--- src/rtl/c17_fi_array.sv ---
// NCH registered ISCAS-85 c17 channels with a fault-free golden copy each,
// a single-fault injector (bounded or permanent) and a saturating mismatch counter.
module c17_fi_array #(
  parameter int NCH   = 4,
  parameter int CNT_W = 16,
  parameter int DUR_W = 8,
  localparam int CH_W = (NCH > 1) ? $clog2(NCH) : 1
) (
  input  logic               clk,
  input  logic               rst_n,
  input  logic               in_valid,
  input  logic [5*NCH-1:0]   in_data,
  input  logic               fi_start,
  input  logic [CH_W-1:0]    fi_ch,
  input  logic [2:0]         fi_node,
  input  logic [1:0]         fi_mode,
  input  logic [DUR_W-1:0]   fi_dur,
  input  logic               fi_stop,
  input  logic               cnt_clr,
  output logic               out_valid,
  output logic [2*NCH-1:0]   out_data,
  output logic [2*NCH-1:0]   gold_data,
  output logic [NCH-1:0]     mismatch,
  output logic [CNT_W-1:0]   err_cnt,
  output logic               fi_busy,
  output logic               dbg_fsm_state
);

  // Handshake: in_valid qualifies in_data for one cycle; out_valid qualifies
  // out_data/gold_data/mismatch exactly two edges later. There is no backpressure.

  typedef enum logic {IDLE = 1'b0, ACTIVE = 1'b1} fsm_t;

  fsm_t             state_q, state_d;
  logic [CH_W-1:0]  ch_q, ch_d;
  logic [2:0]       node_q, node_d;
  logic [1:0]       mode_q, mode_d;
  logic [DUR_W-1:0] remaining_q, remaining_d;
  logic             perm_q, perm_d;
  logic             req_ok;

  function automatic logic tap(input logic v, input logic hit, input logic [1:0] mode);
    if (!hit) return v;
    case (mode)
      2'd0:    return 1'b0;
      2'd1:    return 1'b1;
      default: return ~v;
    endcase
  endfunction

  // x = {N7,N6,N3,N2,N1}; each gate output may be substituted before fan-out.
  function automatic logic [1:0] c17(input logic [4:0] x, input logic en,
                                     input logic [2:0] node, input logic [1:0] mode);
    logic n10, n11, n16, n19, n22, n23;
    n10 = tap(~(x[0] & x[2]), en && (node == 3'd0), mode);
    n11 = tap(~(x[2] & x[3]), en && (node == 3'd1), mode);
    n16 = tap(~(x[1] & n11),  en && (node == 3'd2), mode);
    n19 = tap(~(n11 & x[4]),  en && (node == 3'd3), mode);
    n22 = tap(~(n10 & n16),   en && (node == 3'd4), mode);
    n23 = tap(~(n16 & n19),   en && (node == 3'd5), mode);
    return {n23, n22};
  endfunction

  assign req_ok = fi_start && !fi_stop && (int'(fi_ch) < NCH) &&
                  (fi_node <= 3'd5) && (fi_mode != 2'd3);

  always_ff @(posedge clk or negedge rst_n) begin
    if (!rst_n) begin
      state_q     <= IDLE;
      ch_q        <= '0;
      node_q      <= '0;
      mode_q      <= '0;
      remaining_q <= '0;
      perm_q      <= 1'b0;
    end else begin
      state_q     <= state_d;
      ch_q        <= ch_d;
      node_q      <= node_d;
      mode_q      <= mode_d;
      remaining_q <= remaining_d;
      perm_q      <= perm_d;
    end
  end

  always_comb begin
    state_d     = state_q;
    ch_d        = ch_q;
    node_d      = node_q;
    mode_d      = mode_q;
    remaining_d = remaining_q;
    perm_d      = perm_q;
    case (state_q)
      IDLE: begin
        if (req_ok) begin
          state_d     = ACTIVE;
          ch_d        = fi_ch;
          node_d      = fi_node;
          mode_d      = fi_mode;
          remaining_d = fi_dur;
          perm_d      = (fi_dur == '0);
        end
      end
      ACTIVE: begin
        if (fi_stop) begin
          state_d = IDLE;
        end else if (!perm_q) begin
          if (remaining_q == DUR_W'(1)) state_d = IDLE;
          remaining_d = remaining_q - DUR_W'(1);
        end
      end
      default: state_d = IDLE;
    endcase
  end

  assign fi_busy       = (state_q == ACTIVE);
  assign dbg_fsm_state = state_q;

  logic [5*NCH-1:0] in_q;
  logic             in_v_q;
  logic [2*NCH-1:0] flt_d, gld_d;
  logic [NCH-1:0]   mis_d;

  always_ff @(posedge clk or negedge rst_n) begin
    if (!rst_n) begin
      in_q   <= '0;
      in_v_q <= 1'b0;
    end else begin
      if (in_valid) in_q <= in_data;
      in_v_q <= in_valid;
    end
  end

  for (genvar c = 0; c < NCH; c++) begin : g_ch
    logic hit;
    assign hit                = fi_busy && (ch_q == CH_W'(c));
    assign flt_d[2*c +: 2]    = c17(in_q[5*c +: 5], hit, node_q, mode_q);
    assign gld_d[2*c +: 2]    = c17(in_q[5*c +: 5], 1'b0, 3'd0, 2'd0);
    assign mis_d[c]           = in_v_q && (flt_d[2*c +: 2] != gld_d[2*c +: 2]);
  end

  always_ff @(posedge clk or negedge rst_n) begin
    if (!rst_n) begin
      out_valid <= 1'b0;
      out_data  <= '0;
      gold_data <= '0;
      mismatch  <= '0;
    end else begin
      out_valid <= in_v_q;
      out_data  <= flt_d;
      gold_data <= gld_d;
      mismatch  <= mis_d;
    end
  end

  // Clear beats increment; the counter sticks at all-ones.
  always_ff @(posedge clk or negedge rst_n) begin
    if (!rst_n) begin
      err_cnt <= '0;
    end else if (cnt_clr) begin
      err_cnt <= '0;
    end else if (out_valid && (|mismatch) && (err_cnt != {CNT_W{1'b1}})) begin
      err_cnt <= err_cnt + CNT_W'(1);
    end
  end

endmodule

--- config.mk ---
export PLATFORM = sky130hd
export DESIGN_NAME = c17_fi_array
export DESIGN_NICKNAME = d
export VERILOG_FILES = /design/src/rtl/c17_fi_array.sv
export SDC_FILE = /design/constraint.sdc
export NUM_CORES = 1
export LEC_CHECK = 0
export BUFFER_PORTS_ARGS = -buffer_cell sky130_fd_sc_hd__buf_2
export CAP_MARGIN = 20
export CORE_MARGIN = 5
export CORE_UTILIZATION = 50
export CTS_CLUSTER_DIAMETER = 80
export DETAILED_ROUTE_END_ITERATION = 8
export PLACE_DENSITY = 0.76
export SYNTH_ARGS = -nofsm -noshare
export SYNTH_HDL_FRONTEND = slang
export SYNTH_SLANG_ARGS = --single-unit
--- constraint.sdc ---
create_clock -name clk -period 2.1 [get_ports clk]
set_clock_uncertainty 0.05 [all_clocks]
set_input_delay 0.42 -clock clk [delete_from_list [all_inputs] [get_ports clk]]
set_output_delay 0.42 -clock clk [all_outputs]
set_load 0.02 [all_outputs]
==> results.json <==
{
  "outcome": "finished with violations",
  "violations": "setup timing",
  "synth.top_cell.area_share": 0.4444,
  "drc_errors": 0,
  "dp_hpwl_um": 8782,
  "fp.dieW_um": 101.9,
  "routed-via-count": 4060,
  "fmax_mhz": 429.9,
  "slew_violations": 0,
  "routedWlPerCell_um": 16.98,
  "root_buffer": "clkbuf_8",
  "fillers": 627,
  "whs_ns": 0.2309,
  "synth_seq_cells": 75,
  "hold_viol": 0,
  "synth_fp_nets": 480,
  "synth_edf_count": 0,
  "antennaDiodeCount": 0,
  "io_pins": 80,
  "end_kind": "register",
  "numCtsBuffers": 9,
  "setup_viol": 6,
  "first_pass_iters": 4,
  "grt_pass1_vias": 3917,
  "dr.first_iter.drc_count": 192,
  "ys_seq_area_frac": 0.4444,
  "grt_first_pass_wirelength_um": 18870,
  "yosysUniqueCellTypes": 68,
  "required_ns": 2.31,
  "dieHeight_um": 101.9,
  "start_util": 0.5139,
  "rsz0062_at_grt": "true",
  "regArea_um2": 1882,
  "gp_congestion": 0.9601,
  "worstSetupStartpointType": "register",
  "fin_crit_ns": 2.326,
  "cts_tree": "built",
  "critPathArrivalTime_ns": 2.54,
  "nets": 642,
  "grt_start_max_net_pins": 40,
  "leakagePower_nw": 2.542,
  "core_um2": 8217,
  "ys.flop_type": "dfrtp_1",
  "async_flop_share": 1.000,
  "drtAntennaViolNets": 0,
  "pwr_density_cell_nw_per_um2": 835.6,
  "vdd_ir_drop_max_mv": 0.5806,
  "syn2layout_area_growth_pct": 37.04,
  "ys_warn_count": 0,
  "yosys.area.top_type": "dfrtp_1",
  "setup_ws_ns": -0.2260,
  "max_slew_margin": 0.6359,
  "holdCritPathClass": "input pin to register",
  "final.period_utilization": 1.108,
  "grt.total_usage": 0.2319,
  "drive_above_1_share": 0.4312,
  "clockBufferDepth": 2,
  "cap_violations": 0,
  "syn_inst": 436,
  "worstMarginPinSlew_ns": 0.5461,
  "routed_via_density": 5.734,
  "die_area_um2": 10380,
  "netlist_area_um2": 4223,
  "grt_remaining_overflow": 0,
  "clkTransAtPathRegs_ns": 0.08,
  "multi_input_area_um2": 2422,
  "regToRegSetupSlack_ns": -0.23,
  "syn_area_per_cell_um2": 9.685,
  "place_ws_ns": -0.2314,
  "fin_util": 0.7043,
  "cts.sinks": 75,
  "clk_latency_ns": 0.35,
  "wirelength_um": 12020,
  "cts.htree.levels": 3,
  "antenna_found_initial": 0,
  "crit_type": "register to register",
  "synthTopCellsByArea": "dfrtp_1, mux2_2, nor2_1, xor2_1, nand2_1",
  "rows": 33,
  "numPortBuffers": 79,
  "worstPathMaxFanout": 10
}
==> registers in the layout (all words and copies together), names as in the netlist <==
name and count:
dbg_fsm_state 1, out_data 8, out_valid 1, node_q 3, perm_q 1, ch_q 2
mode_q 2, remaining_q 8, gold_data 8, mismatch 4, in_v_q 1, err_cnt 16
in_q 20
==> kinds of logic (layout without fill, tap and decap cells) <==
kind of cell,Yosys count,count (layout),synth area share
AO/OA/AOI/OAI,105,105,0.1775
XOR/XNOR,29,29,0.06015
adder cells (fa/ha/maj),3,3,0.008890
buffers and inverters,30,197,0.03111
flip-flops,75,75,0.4444
multiplexers,29,29,0.07644
AND/OR/NAND/NOR,165,165,0.2015
==> where the power goes <==
group | internal, W | switching, W | total, W
Clock | 0.000466 | 0.000553 | 0.00102
Combinational | 0.000949 | 0.00101 | 0.00196
Sequential | 0.00165 | 0.000204 | 0.00186
Total | 0.00307 | 0.00177 | 0.00484
==> stage by stage <==
step           cell area, um2  power, W  instances  TNS (ns)
2_1_floorplan            4242  0.002799        436         0
3_3_place_gp             5256  0.003564        673   -0.4252
3_5_place_dp             5256  0.003598        673   -0.6845
4_1_cts                  5564  0.004714        695   -0.3331
5_1_grt                  5787  0.005094        708    -1.619
6_report                 5787  0.004836        708   -0.7479
==> critical path, cell delays in order (launching register included) <==
cell and delay, ns:
dfrtp_1 0.41, buf_12 0.15, nand4b_1 0.30, a211oi_2 0.32
buf_4 0.15, a21o_1 0.11, nand2_1 0.06, and3_4 0.18
or3_1 0.34, a31oi_1 0.16
==> synth_stat cells (4+ instances only) <==
cell	count
nand2b_1	7
inv_1	7
nor2_1	42
nand4_1	6
nor4_1	10
o21a_1	9
nand3_1	18
dfrtp_1	75
a31oi_1	9
a21oi_1	21
buf_2	5
xor2_1	17
or3_1	8
mux2_2	26
o21ai_0	21
xnor2_1	12
o32a_1	4
nor3_1	7
a21o_1	4
and4_1	4
and2_1	4
nand2_1	38
nor2b_1	4
clkbuf_1	12
==> metal layers <==
layer  GRT usage  wire, um
met3     0.03276       729
met1      0.3111      5244
met2      0.3913      5894
met5           0         0
met4     0.07164       152
==> cells in the final DEF (no fill, tap or decap), types with 12 or more instances in the layout <==
master and instances:
buf_4 89, buf_2 78, dfrtp_1 71, nor2_1 40, nand2_1 37, mux2_2 26, a21oi_1 20, o21ai_0 19
nand3_1 16, xor2_1 16, xnor2_1 12
==> area by class of cell <==
type,instances,share of cell area
multi-input combinational,331,0.4186
sequential,75,0.3252
timing repair buffer,173,0.1974
clock buffer,11,0.02443
tap,105,0.02270
clock inverter,5,0.006486
inverter,8,0.005189
==> path summary, 6_finish.rpt <==
check / to / cells past startpoint / from
setup / recovery: mismatch[3] / 9 / node_q[1]
hold / removal: in_q[1] / 3 / in_data[1]
setup reg to reg: mismatch[3] / 9 / node_q[1]
hold reg to reg: in_q[10] / 1 / in_q[10]
max in group asynchronous: out_valid / 3 / rst_n
min in group asynchronous: err_cnt[2] / 2 / rst_n
==> repair_timing <==
action / CTS / global route
gates resized for setup: 22 / 23
pin swaps: 18 / 17
endpoints found under the setup margin: 6 / 14
endpoints found under the hold margin: 22 / 0
buffers inserted: 5 / 13
hold buffers: 1 / 0
(Power assumes the default switching activity.)
